--- src/rtl/i2s_seq_ctrl_if.sv ---
// rtl/i2s_seq_ctrl_if.sv - transfer command handshake bundle for the I2S sequencer
interface i2s_seq_ctrl_if;
  logic        cmd_valid;
  logic        cmd_ready;
  logic [15:0] cmd_frames;
  logic [4:0]  cmd_cfg;

  modport master (output cmd_valid, output cmd_frames, output cmd_cfg, input cmd_ready);
  modport slave  (input cmd_valid, input cmd_frames, input cmd_cfg, output cmd_ready);
endinterface

--- src/rtl/i2s_seq_ctrl.sv ---
// rtl/i2s_seq_ctrl.sv - I2S transfer sequencer: arms the WS generator, counts frames, flags FIFO errors
module i2s_seq_ctrl (
  input  logic                 clk,
  input  logic                 rst_,
  i2s_seq_ctrl_if.slave        cmd,
  input  logic                 stop_req,
  input  logic                 abort,
  input  logic                 frame_start,
  input  logic                 frame_end,
  input  logic                 tx_empty,
  input  logic                 rx_full,
  input  logic                 err_clr,
  output logic [4:0]           op_cfg,
  output logic                 tran_en,
  output logic                 busy,
  output logic                 done,
  output logic [15:0]          frames_done,
  output logic [1:0]           err
);

  typedef enum logic [1:0] {IDLE, ARM, RUN, LAST} state_t;

  localparam logic [1:0] MODE_MT = 2'd0;
  localparam logic [1:0] MODE_MR = 2'd1;

  state_t      state, state_n;
  logic [15:0] target, target_n;
  logic [15:0] frames_n;
  logic [4:0]  op_cfg_n;
  logic [1:0]  err_n, err_set;
  logic        stop_lat, stop_n;
  logic        tran_en_n, done_n, busy_n;
  logic        rdy_q, rdy_n;
  logic        cmd_ready_w;
  logic        arm_ready;

  // Abort must block acceptance in the very cycle it is asserted, so it gates the registered ready.
  assign cmd_ready_w   = rdy_q & ~abort;
  assign cmd.cmd_ready = cmd_ready_w;

  // Next-state, counters, error flags and registered output values.
  always_comb begin
    state_n   = state;
    target_n  = target;
    frames_n  = frames_done;
    op_cfg_n  = op_cfg;
    stop_n    = stop_lat;
    done_n    = 1'b0;
    tran_en_n = 1'b0;
    arm_ready = 1'b0;

    err_set = 2'b00;
    if (state == RUN && frame_end) begin
      err_set[0] = (op_cfg[4:3] == MODE_MT) && tx_empty;
      err_set[1] = (op_cfg[4:3] == MODE_MR) && rx_full;
    end
    err_n = (err & ~{2{err_clr}}) | err_set;

    case (state)
      IDLE: begin
        if (cmd.cmd_valid && cmd_ready_w) begin
          op_cfg_n = cmd.cmd_cfg;
          target_n = cmd.cmd_frames;
          frames_n = 16'd0;
          state_n  = ARM;
        end
      end
      ARM: begin
        if (abort) begin
          state_n = IDLE;
        end else begin
          if (stop_req) stop_n = 1'b1;
          if (frame_start) state_n = (target == 16'd1) ? LAST : RUN;
        end
      end
      RUN: begin
        if (abort) begin
          state_n = IDLE;
        end else begin
          if (stop_req) stop_n = 1'b1;
          if (frame_end) begin
            frames_n = frames_done + 16'd1;
            if (target != 16'd0 && frames_n == target - 16'd1) state_n = LAST;
          end
          if (stop_req || stop_lat) state_n = LAST;
        end
      end
      LAST: begin
        if (abort) begin
          state_n = IDLE;
        end else if (frame_end) begin
          frames_n = frames_done + 16'd1;
          done_n   = 1'b1;
          state_n  = IDLE;
        end
      end
      default: state_n = IDLE;
    endcase

    if (state_n == IDLE) stop_n = 1'b0;

    // Readiness uses the configuration in force next cycle so a fresh command is honoured at once.
    case (op_cfg_n[4:3])
      MODE_MT: arm_ready = ~tx_empty;
      MODE_MR: arm_ready = ~rx_full;
      default: arm_ready = 1'b1;
    endcase

    case (state_n)
      ARM:     tran_en_n = arm_ready;
      RUN:     tran_en_n = 1'b1;
      default: tran_en_n = 1'b0;
    endcase

    busy_n = (state_n != IDLE);
    rdy_n  = (state_n == IDLE);
  end

  // State and output registers; reset drops tran_en without waiting for a clock.
  always_ff @(posedge clk or negedge rst_) begin
    if (!rst_) begin
      state       <= IDLE;
      target      <= 16'd0;
      frames_done <= 16'd0;
      op_cfg      <= 5'd0;
      stop_lat    <= 1'b0;
      err         <= 2'b00;
      done        <= 1'b0;
      tran_en     <= 1'b0;
      busy        <= 1'b0;
      rdy_q       <= 1'b1;
    end else begin
      state       <= state_n;
      target      <= target_n;
      frames_done <= frames_n;
      op_cfg      <= op_cfg_n;
      stop_lat    <= stop_n;
      err         <= err_n;
      done        <= done_n;
      tran_en     <= tran_en_n;
      busy        <= busy_n;
      rdy_q       <= rdy_n;
    end
  end

endmodule

--- src/flat_wrapper.sv ---
// flat-port wrapper written by rule: the top's interface ports become plain ports
module i2s_seq_ctrl_flat 
  (clk, rst_, stop_req, abort, frame_start, frame_end, tx_empty, rx_full, err_clr, op_cfg, tran_en, busy, done, frames_done, err, cmd_cmd_valid, cmd_cmd_frames, cmd_cmd_cfg, cmd_cmd_ready);
  i2s_seq_ctrl_if cmd_i ();
  input  logic clk;
  input  logic rst_;
  input  logic stop_req;
  input  logic abort;
  input  logic frame_start;
  input  logic frame_end;
  input  logic tx_empty;
  input  logic rx_full;
  input  logic err_clr;
  output logic [4:0] op_cfg;
  output logic tran_en;
  output logic busy;
  output logic done;
  output logic [15:0] frames_done;
  output logic [1:0] err;
  input wire logic [$bits(cmd_i.cmd_valid)-1:0] cmd_cmd_valid;
  input wire logic [$bits(cmd_i.cmd_frames)-1:0] cmd_cmd_frames;
  input wire logic [$bits(cmd_i.cmd_cfg)-1:0] cmd_cmd_cfg;
  output wire logic [$bits(cmd_i.cmd_ready)-1:0] cmd_cmd_ready;
  assign cmd_i.cmd_valid = cmd_cmd_valid;
  assign cmd_i.cmd_frames = cmd_cmd_frames;
  assign cmd_i.cmd_cfg = cmd_cmd_cfg;
  assign cmd_cmd_ready = cmd_i.cmd_ready;
  i2s_seq_ctrl u_core (.clk(clk), .rst_(rst_), .cmd(cmd_i), .stop_req(stop_req), .abort(abort), .frame_start(frame_start), .frame_end(frame_end), .tx_empty(tx_empty), .rx_full(rx_full), .err_clr(err_clr), .op_cfg(op_cfg), .tran_en(tran_en), .busy(busy), .done(done), .frames_done(frames_done), .err(err));
endmodule
--- config.mk ---
export PLATFORM = sky130hd
export DESIGN_NAME = i2s_seq_ctrl_flat
export DESIGN_NICKNAME = d
export VERILOG_FILES = /design/src/rtl/i2s_seq_ctrl_if.sv /design/src/rtl/i2s_seq_ctrl.sv /design/src/flat_wrapper.sv
export SDC_FILE = /design/constraint.sdc
export NUM_CORES = 1
export LEC_CHECK = 0
export CELL_PAD_IN_SITES_DETAIL_PLACEMENT = 0
export CELL_PAD_IN_SITES_GLOBAL_PLACEMENT = 2
export CORE_UTILIZATION = 44
export CTS_BUF_LIST = sky130_fd_sc_hd__clkbuf_4 sky130_fd_sc_hd__clkbuf_8
export DETAILED_ROUTE_END_ITERATION = 10
export DONT_BUFFER_PORTS = 1
export PLACE_DENSITY = 0.95
export SYNTH_ARGS = -nofsm -noshare
export SYNTH_HDL_FRONTEND = slang
export SYNTH_SLANG_ARGS = --single-unit
--- constraint.sdc ---
create_clock -name clk -period 5 [get_ports clk]
set_clock_uncertainty 0.05 [all_clocks]
set_input_delay 0.25 -clock clk [delete_from_list [all_inputs] [get_ports clk]]
set_output_delay 0.25 -clock clk [all_outputs]
set_load 0.01 [all_outputs]
==> reports/results.ini, run 1 <==
[pwr]
seqPwrFrac_pct = 40.3
power_switching_mw = 0.6256
p_clk_share_pct = 15.3
comb_power_share_pct = 44.4
internal_power_mw = 0.9401
powerDensity_nw_per_um2 = 507.8
ir_drop_mv = 0.2476
p_leak_nw = 1.206
p_sw_share_pct = 39.96

[yosys]
ys_seq_elements = 46
ys_top_cells_by_count = dfrtp_1, nand2_1, xnor2_1
synth_area_sq_um = 2872
synth_area_leader_cell = dfrtp_1
synthCells = 298
synthArstFlopShare_pct = 100.0
ys.warnings.count = 0
synth_cell_type_count = 46
synth_edf_count = 0
netlist.area_leader.share_pct = 39.22
synth_nets = 337
yosysMostFrequentCell = dfrtp_1
synthTopCellsByArea = dfrtp_1, xnor2_1, mux2_2
syn_area_per_cell_sq_um = 9.636
dominantRegCellSynth = dfrtp_1
synth_seq_area_share_pct = 40.13

[cts]
ctsResizeCount = 0
cts_made_buffers = 5
ctsRootBufferMaster = clkbuf_8
htreeDepth = 2
clk_pin_slew_ns = 0.09
cts_num_sinks = 46
post-cts-setup-buffers = 0
cts_max_path_buffers = 2
ctsHoldBuffers = 3
clock_latency_ns = 0.30
cts_tree = yes

[finish]
nets = 339
antenna_cells = 0
postLayoutCellArea_sq_um = 3083
area_delta_synth_final_pct = 7.364
drive_gt1_share_pct = 11.63

[grt]
grt_overflow = 0
grt_usage_pct = 22.08
grt_pass1_wl_microns = 11100
grt_antenna_before_repair = 0
grt_pass1_vias = 2123
grt_max_degree = 47

[worst_hold_path]
hold_depth = 1
min_from = err_clr
holdPathEnd = u_core.err[1]$_DFF_PN0_
hp-class = in2reg

[placement]
place_area_sq_um = 2940
place.gp.congestion = 0.9656
dp_hpwl_microns = 5271
io_buffers = 0

[floorplanning]
die_w_microns = 82.79
fp-row-count = 29
fp.coreArea_sq_um = 6314
ios = 58
start_util_pct = 45.48
die_height_microns = 82.79
dieArea_sq_um = 6853

[critical_path]
r2r_end = u_core.tran_en$_DFF_PN0_
crit_path_frequent_cell = xnor2_1
worstSetupStartpoint = u_core.frames_done[0]$_DFFE_PN0P_
worst_ep_arrival_time_ns = 3.35
timing.critical_path.buf_inv = 0
required_ns = 5.18
critical_path.slowest_cell = or4_1
worstSetupEndpointType = register
max_stage_delay_ns = 0.68
worstSetupPathType = reg2reg
regToRegSetupSlack_ns = 1.83
worstPathCellList = ha_1 > nand3_1 > or4_1 > xnor2_1 > xnor2_1 > nand4_1 > nor4_2 > o21ba_2 > mux2i_1
reg2reg_from = u_core.frames_done[0]$_DFFE_PN0P_
path_delay_family = simple AND/OR/NAND/NOR gates
start_kind = register
ff2ff_path_depth = 9
path_max_fanout = 10

[sta]
slew_viol_final = 0
tightest_slew_ns = 1.043
fin_tns_setup_ns = 0
grt_setup_unrepaired = no
period_needed_ns = 3.171
fin_crit_sh_pct = 63.41
maxClockFrequency_mhz = 315.4
final_hold_viol_count = 0
slew_headroom_pct = 30.26
hold-worst-slack_ns = 0.009231
setup-violations-final = 0

[drt]
firstDrtPassIters = 5
wl_microns = 6983
drt-initial-drc-count = 159
routed-via-count = 2259
wire_per_inst_microns = 18.47
ant_nets = 0
vias_per_cell = 5.976
remaining_drc_errors = 0

[run]
maxCapViolations = 0

[run_status]
status = finished, final reports clean

layer usage:
metal	GRT usage (%)	wire length, microns	share of wire [%]	up-vias
met5	0	0	0	-
met4	6.724	110	1.6	0
met3	4.262	373	5.3	8
met2	33.69	3216	46	74
met1	31.42	3283	47	1115
li1	-	-	-	1062
worst reg2reg max path, delay by kind of cell (launching register included):
kind / cells / cell delay (ns)
and+or+nand+nor: 4 / 1.51
DFF: 1 / 0.51
xor gates and xnor gates: 2 / 0.38
adders and majority gates: 1 / 0.27
AOI/OAI and AO/OA: 1 / 0.22
muxes: 1 / 0.17
cell type report:
class | count | area (sq um)
fillers | 622 | 3231
clock inverters | 2 | 12.51
inverters | 12 | 45.04
repair buffers | 4 | 55.05
flip-flops and latches | 46 | 1152
clock buffers | 6 | 82.58
multi-input cells | 231 | 1639
well taps | 77 | 96.34
placed cells by master (no fill, tap or decap), drive strengths merged, types with 2 or more instances in the layout:
master        n
dfrtp        45
nand2        35
xnor2        31
o21ai        23
mux2         21
inv          12
nor2         12
nor4         10
nand3         9
ha            8
nand2b        7
and3          6
nor3          6
or4           6
xor2          6
o31ai         6
clkbuf        6
nand4         5
a21oi         5
or3           4
xnor3         3
mux2i         3
nor2b         2
and2          2
o21a          2
a31oi         2
a22o          2
dlygate4sd3   2
buf           2
state kept, by name, indices dropped and copies added (netlist names):
register / count
u_core.err: 2
u_core.done: 1
u_core.state: 2
u_core.frames_done: 16
u_core.op_cfg: 5
u_core.rdy_q: 1
u_core.stop_lat: 1
u_core.target: 16
u_core.tran_en: 1
u_core.busy: 1
cell families after synthesis:
family / count (synthesis) / synth area share [%]
xor gates and xnor gates: 40 / 13.64
and+or+nand+nor: 107 / 19.17
adders and majority gates: 8 / 3.486
DFF: 46 / 40.13
muxes: 24 / 9.281
AOI/OAI and AO/OA: 52 / 11.50
buffers and inverters: 21 / 2.788
per-stage QoR:
stage | setup WS (ns) | std cells | utilization [%] | power [mW]
after floorplan | 2.164 | 298 | - | 1.164
after global placement | 1.917 | 367 | 46.57 | 1.312
after detailed placement | 1.853 | 367 | 46.57 | 1.321
after CTS | 1.825 | 378 | 48.83 | 1.577
after global routing | 1.568 | 378 | 48.83 | 1.683
final | 1.830 | 378 | 48.83 | 1.566
worst max-delay path by stage:
stage	end	depth (start not counted)	slack (ns)
6_report	u_core.tran_en$_DFF_PN0_	9	1.83
5_1_grt	u_core.tran_en$_DFF_PN0_	9	1.57
4_1_cts	u_core.tran_en$_DFF_PN0_	9	1.83
3_5_place_dp	u_core.tran_en$_DFF_PN0_	9	1.85
3_3_place_gp	u_core.tran_en$_DFF_PN0_	9	1.92
2_1_floorplan	u_core.tran_en$_DFF_PN0_	9	2.16
power by group through the flow:
stage / clock (mW) / combinational (mW) / sequential (mW)
3_5_place_dp: 0 / 0.680 / 0.641
5_1_grt: 0.262 / 0.769 / 0.652
2_1_floorplan: 0 / 0.573 / 0.592
3_3_place_gp: 0 / 0.676 / 0.636
4_1_cts: 0.249 / 0.695 / 0.633
6_report: 0.239 / 0.695 / 0.631
(Power assumes the default switching activity.)
==> run 2: changes to the inputs <==
Settings changed: CORE_UTILIZATION 44 to 41, PLACE_DENSITY 0.95 to 0.94.
Clock period 5 ns to 3.07 ns, I/O delays scaled along.
==> run 2 against run 1 <==
Effect of this change: critical path depth fell by 1; first-iteration DRC count is 28% lower; register-to-register slack got worse by 1.6 ns; critical endpoint unchanged; setup slack worse by 1.6 ns; global-route usage shrank 1.8 points; maximum frequency rose by 11%; hold slack improved by 0.022 ns; total power up 67%; utilization grew 2.6 points; via count is 3.7% higher; routed wire length rose by 1.6%; clock power is 56% higher.
==> reports/results.ini, run 2 (synthesis gave the netlist of run 1 again) <==
[run_status]
status = finished, final reports clean

[critical_path]
start_kind = register
timing.critical_path.buf_inv = 0
worstSetupEndpointType = register
max_stage_delay_ns = 0.53
path_delay_family = simple AND/OR/NAND/NOR gates
worst_ep_arrival_time_ns = 2.99
worstSetupPathType = reg2reg
required_ns = 3.19
ff2ff_path_depth = 8
path_max_fanout = 4
crit_path_frequent_cell = or4_1
reg2reg_from = u_core.target[5]$_DFFE_PN0P_
worstPathCellList = or4_1 > or2_1 > or4_1 > xnor2_1 > and3_1 > nand4_1 > o31ai_1 > mux2i_1
regToRegSetupSlack_ns = 0.21
critical_path.slowest_cell = or4_1
r2r_end = u_core.tran_en$_DFF_PN0_

[pwr]
power_mw = 2.617
p_sw_share_pct = 39.74
ir_drop_mv = 0.3807
seqPwrFrac_pct = 38.6
p_clk_share_pct = 14.2
powerDensity_nw_per_um2 = 749.0
power_switching_mw = 1.040
p_leak_nw = 1.402
comb_power_share_pct = 47.2
internal_power_mw = 1.577

[drt]
ant_nets = 0
firstDrtPassIters = 4
routed-via-count = 2342
wl_microns = 7095
vias_per_cell = 5.347
drt-initial-drc-count = 115
remaining_drc_errors = 0
wire_per_inst_microns = 16.20

[placement]
place.gp.congestion = 0.8811
place_area_sq_um = 3084
dp_hpwl_microns = 5265
io_buffers = 0
dp_cells = 402

[finish]
antenna_cells = 0
postLayoutCellArea_sq_um = 3495
nets = 381
reg.largest.list = u_core.frames_done x16, u_core.target x16, u_core.op_cfg x5
multi_input_area_sq_um = 1660
final_cells = 438
final_cell_mix = dfrtp_1, nand2_1, xnor2_1, dlygate4sd3_1, o21ai_0
final-seq-area_sq_um = 1152
drive_gt1_share_pct = 15.50
final_util_pct = 51.44
fillers = 647
area_delta_synth_final_pct = 21.70
final_common_cell = dfrtp_1

[grt]
grt_overflow = 0
grt_pass1_wl_microns = 11540
grt_usage_pct = 20.28
grt_antenna_before_repair = 0
grt_pass1_vias = 2350
grt_max_degree = 47

[worst_hold_path]
hold_depth = 2
holdPathEnd = u_core.done$_DFF_PN0_
hp-class = in2reg
min_from = abort

[sta]
period_needed_ns = 2.864
slew_headroom_pct = 55.86
tightest_slew_ns = 0.6552
fin_crit_sh_pct = 93.27
final_hold_viol_count = 0
setup-violations-final = 0
slew_viol_final = 0
maxClockFrequency_mhz = 349.2

[cts]
cts_made_buffers = 5
cts_tree = yes
ctsRootBufferMaster = clkbuf_8
clk_pin_slew_ns = 0.08
clock_latency_ns = 0.30
cts_num_sinks = 46
htreeDepth = 2
cts_max_path_buffers = 2

[floorplanning]
fp.coreArea_sq_um = 6794
fp-row-count = 30
die_height_microns = 85.69
dieArea_sq_um = 7342
start_util_pct = 42.27
ios = 58
die_w_microns = 85.69

[run]
maxCapViolations = 0

-- run 2: cell types whose count changed in the layout (fill, tap and decap cells not counted) --
cell,change
clkbuf_8,-1
nor4_1,-2
nor4_2,+1
clkbuf_4,+1
dlygate4sd3_1,+25
clkinv_2,-1
buf_4,+17
nor4_4,+1
-- run 2: repair_timing --
action | in CTS | in global routing
endpoints found under the setup margin | 0 | 1
hold endpoints to repair | 72 | 0
hold buffers | 28 | 0
setup buffers | 0 | 1
resized for setup | 0 | 3
-- run 2: worst max-delay path by stage --
stage	from	endpoint	slack (ns)	depth (start not counted)
floorplan	u_core.target[3]$_DFFE_PN0P_	u_core.tran_en$_DFF_PN0_	0.23	9
finish	u_core.target[5]$_DFFE_PN0P_	u_core.tran_en$_DFF_PN0_	0.21	8
CTS	u_core.target[5]$_DFFE_PN0P_	u_core.tran_en$_DFF_PN0_	0.14	8
global route	u_core.target[5]$_DFFE_PN0P_	u_core.tran_en$_DFF_PN0_	-0.01	9
global placement	u_core.target[5]$_DFFE_PN0P_	u_core.tran_en$_DFF_PN0_	0.19	8
detailed placement	u_core.target[5]$_DFFE_PN0P_	u_core.tran_en$_DFF_PN0_	0.15	8
-- run 2: metal layers --
layer,up-vias,track usage (%),wire length [microns]
met3,11,4.235,332
li1,1145,-,-
met2,69,34.62,3372
met5,-,0,0
met1,1117,25.99,3267
met4,0,5.909,123
-- run 2: per-stage QoR --
| step | setup TNS [ns] | setup slack (ns) | hold slack (ns) |
|---|---|---|---|
| global placement | 0 | 0.1931 | -0.1901 |
| detailed placement | 0 | 0.1480 | -0.1901 |
| CTS | 0 | 0.1382 | 0.02707 |
| floorplan | 0 | 0.2342 | -0.1921 |
| finish | 0 | 0.2065 | 0.03160 |
| global route | -0.01439 | -0.01439 | 0.04072 |
-- run 2: cell type report --
class | instances | share of cell area, %
Inverter | 12 | 1.289
Timing Repair Buffer | 46 | 12.39
Multi-Input combinational cell | 231 | 47.51
Clock inverter | 1 | 0.2148
Sequential cell | 46 | 32.98
Clock buffer | 6 | 2.184
Tap cell | 96 | 3.437
-- run 2: power by group through the flow --
| stage | Sequential, mW | Combinational, mW | Clock [mW] |
|---|---|---|---|
| after global placement | 1.01 | 1.15 | 0 |
| after global routing | 1.04 | 1.37 | 0.408 |
| final | 1.01 | 1.24 | 0.372 |
| after CTS | 1.00 | 1.21 | 0.382 |
| after floorplan | 0.964 | 0.933 | 0 |
| after detailed placement | 1.02 | 1.16 | 0 |
==> run 3: changes to the inputs <==
Settings changed: PLACE_DENSITY 0.94 to 0.81.
==> run 3 against run 2 <==
Effect of this change: combinational power about the same; final cell count rose by 0.46%; global-route usage rose by 0.63 points; clock-buffer cell count fell by 1; sequential share of layout area decreased by 0.071 points; sequential cell count stayed put; total power decreased by 0.32%; via count up 0.34%; critical path type unchanged; largest cell class unchanged; first-iteration DRC count rose by 23%.
==> reports/results.ini, run 3 (synthesis gave the netlist of run 1 again) <==
[run_status]
status = finished, final reports clean

[sta]
final_hold_viol_count = 0
fin_ws_ns = 0.2353
fin_tns_setup_ns = 0
tightest_slew_ns = 0.6687
slew_viol_final = 0
fin_crit_sh_pct = 92.34
setup-violations-final = 0
hold-worst-slack_ns = 0.0009622
period_needed_ns = 2.835
slew_headroom_pct = 54.95
maxClockFrequency_mhz = 352.8
grt_setup_unrepaired = no

[drt]
firstDrtPassIters = 4
remaining_drc_errors = 0
wl_microns = 7216
wire_per_inst_microns = 16.40
ant_nets = 0
drt-initial-drc-count = 142
vias_per_cell = 5.341
routed-via-count = 2350

[critical_path]
regToRegSetupSlack_ns = 0.24
timing.critical_path.buf_inv = 0
required_ns = 3.26
start_kind = register
worstPathCellList = or4_1 > or2_1 > nor4_2 > xnor3_1 > nand3_1 > nor4_2 > o21ba_2 > mux2i_1
ff2ff_path_depth = 8
worstSetupPathType = reg2reg
max_stage_delay_ns = 0.52
worstSetupEndpointType = register
path_max_fanout = 4
reg2reg_from = u_core.target[5]$_DFFE_PN0P_
crit_path_frequent_cell = nor4_2
r2r_end = u_core.tran_en$_DFF_PN0_
critical_path.slowest_cell = or4_1
worst_ep_arrival_time_ns = 3.02
path_delay_family = simple AND/OR/NAND/NOR gates

[finish]
final_common_cell = dfrtp_1
final_cells = 440
drive_gt1_share_pct = 15.99
final_util_pct = 51.55
reg.largest.list = u_core.frames_done x16, u_core.target x16, u_core.op_cfg x5
fillers = 635
final_cell_mix = dfrtp_1, nand2_1, xnor2_1, dlygate4sd3_1, o21ai_0
antenna_cells = 0
nets = 382
area_delta_synth_final_pct = 21.96
final-seq-area_sq_um = 1152
multi_input_area_sq_um = 1652
postLayoutCellArea_sq_um = 3502

[run]
maxCapViolations = 0

[worst_hold_path]
holdPathEnd = u_core.err[1]$_DFF_PN0_
hold_depth = 2
hp-class = in2reg
min_from = frame_end

[pwr]
p_leak_nw = 1.399
powerDensity_nw_per_um2 = 745.0
ir_drop_mv = 0.3937
power_mw = 2.609

[floorplanning]
die_height_microns = 85.69
start_util_pct = 42.27
die_w_microns = 85.69
dieArea_sq_um = 7342
fp.coreArea_sq_um = 6794
fp-row-count = 30
ios = 58

[placement]
place_area_sq_um = 3099
dp_cells = 404
dp_slack_ns = 0.1823
place.gp.congestion = 0.8492
dp_hpwl_microns = 5361
io_buffers = 0

[cts]
ctsRootBufferMaster = clkbuf_8
clk_pin_slew_ns = 0.10
clock_latency_ns = 0.31
htreeDepth = 2
cts_tree = yes
cts_max_path_buffers = 2
cts_num_sinks = 46
cts_made_buffers = 5

[grt]
grt_usage_pct = 20.91
grt_antenna_before_repair = 0
grt_overflow = 0
grt_max_degree = 47
grt_pass1_vias = 2370
grt_pass1_wl_microns = 11850

## run 3: changes by cell type in the layout (fill, tap and decap cells not counted), sizes merged
| cell | before | now |
|---|---|---|
| inv | 12 | 13 |
| clkbuf | 6 | 5 |
| clkinvlp | 1 | 2 |
| buf | 19 | 20 |
## run 3: report_power, final
part	total [mW]	switching [mW]	internal (mW)
combinational	1.21	0.601	0.613
clock	0.388	0.225	0.163
sequential	1.01	0.217	0.790
total	2.61	1.04	1.57
## run 3: repair_timing
item | CTS | global route
setup buffers | 0 | 0
endpoints found under the setup margin | 0 | 1
resized for setup | 0 | 2
hold endpoints to repair | 73 | 0
hold buffers | 28 | 0
## run 3: routing by layer
metal,track usage (%),up-vias,wire length (microns)
met1,26.64,1130,3244
li1,-,1150,-
met2,36.51,65,3583
met3,4.042,5,336
met4,5.303,0,52
met5,0,-,0
## run 3: final cells by class
| class | instances | area share, % |
|---|---|---|
| clock inverter | 3 | 0.6788 |
| multi-input combinational | 231 | 47.16 |
| clock buffer | 5 | 1.965 |
| tap | 96 | 3.430 |
| timing repair buffer | 47 | 12.58 |
| sequential | 46 | 32.90 |
| inverter | 12 | 1.286 |
## run 3: worst max-delay path by stage
stage	start	to	slack (ns)	depth (start not counted)
3_3_place_gp	u_core.target[5]$_DFFE_PN0P_	u_core.busy$_DFF_PN0_	0.16	8
4_1_cts	u_core.target[5]$_DFFE_PN0P_	u_core.tran_en$_DFF_PN0_	0.16	8
2_1_floorplan	u_core.target[3]$_DFFE_PN0P_	u_core.tran_en$_DFF_PN0_	0.23	9
5_1_grt	u_core.target[5]$_DFFE_PN0P_	u_core.tran_en$_DFF_PN0_	0.03	10
3_5_place_dp	u_core.target[5]$_DFFE_PN0P_	u_core.tran_en$_DFF_PN0_	0.18	8
6_report	u_core.target[5]$_DFFE_PN0P_	u_core.tran_en$_DFF_PN0_	0.24	8
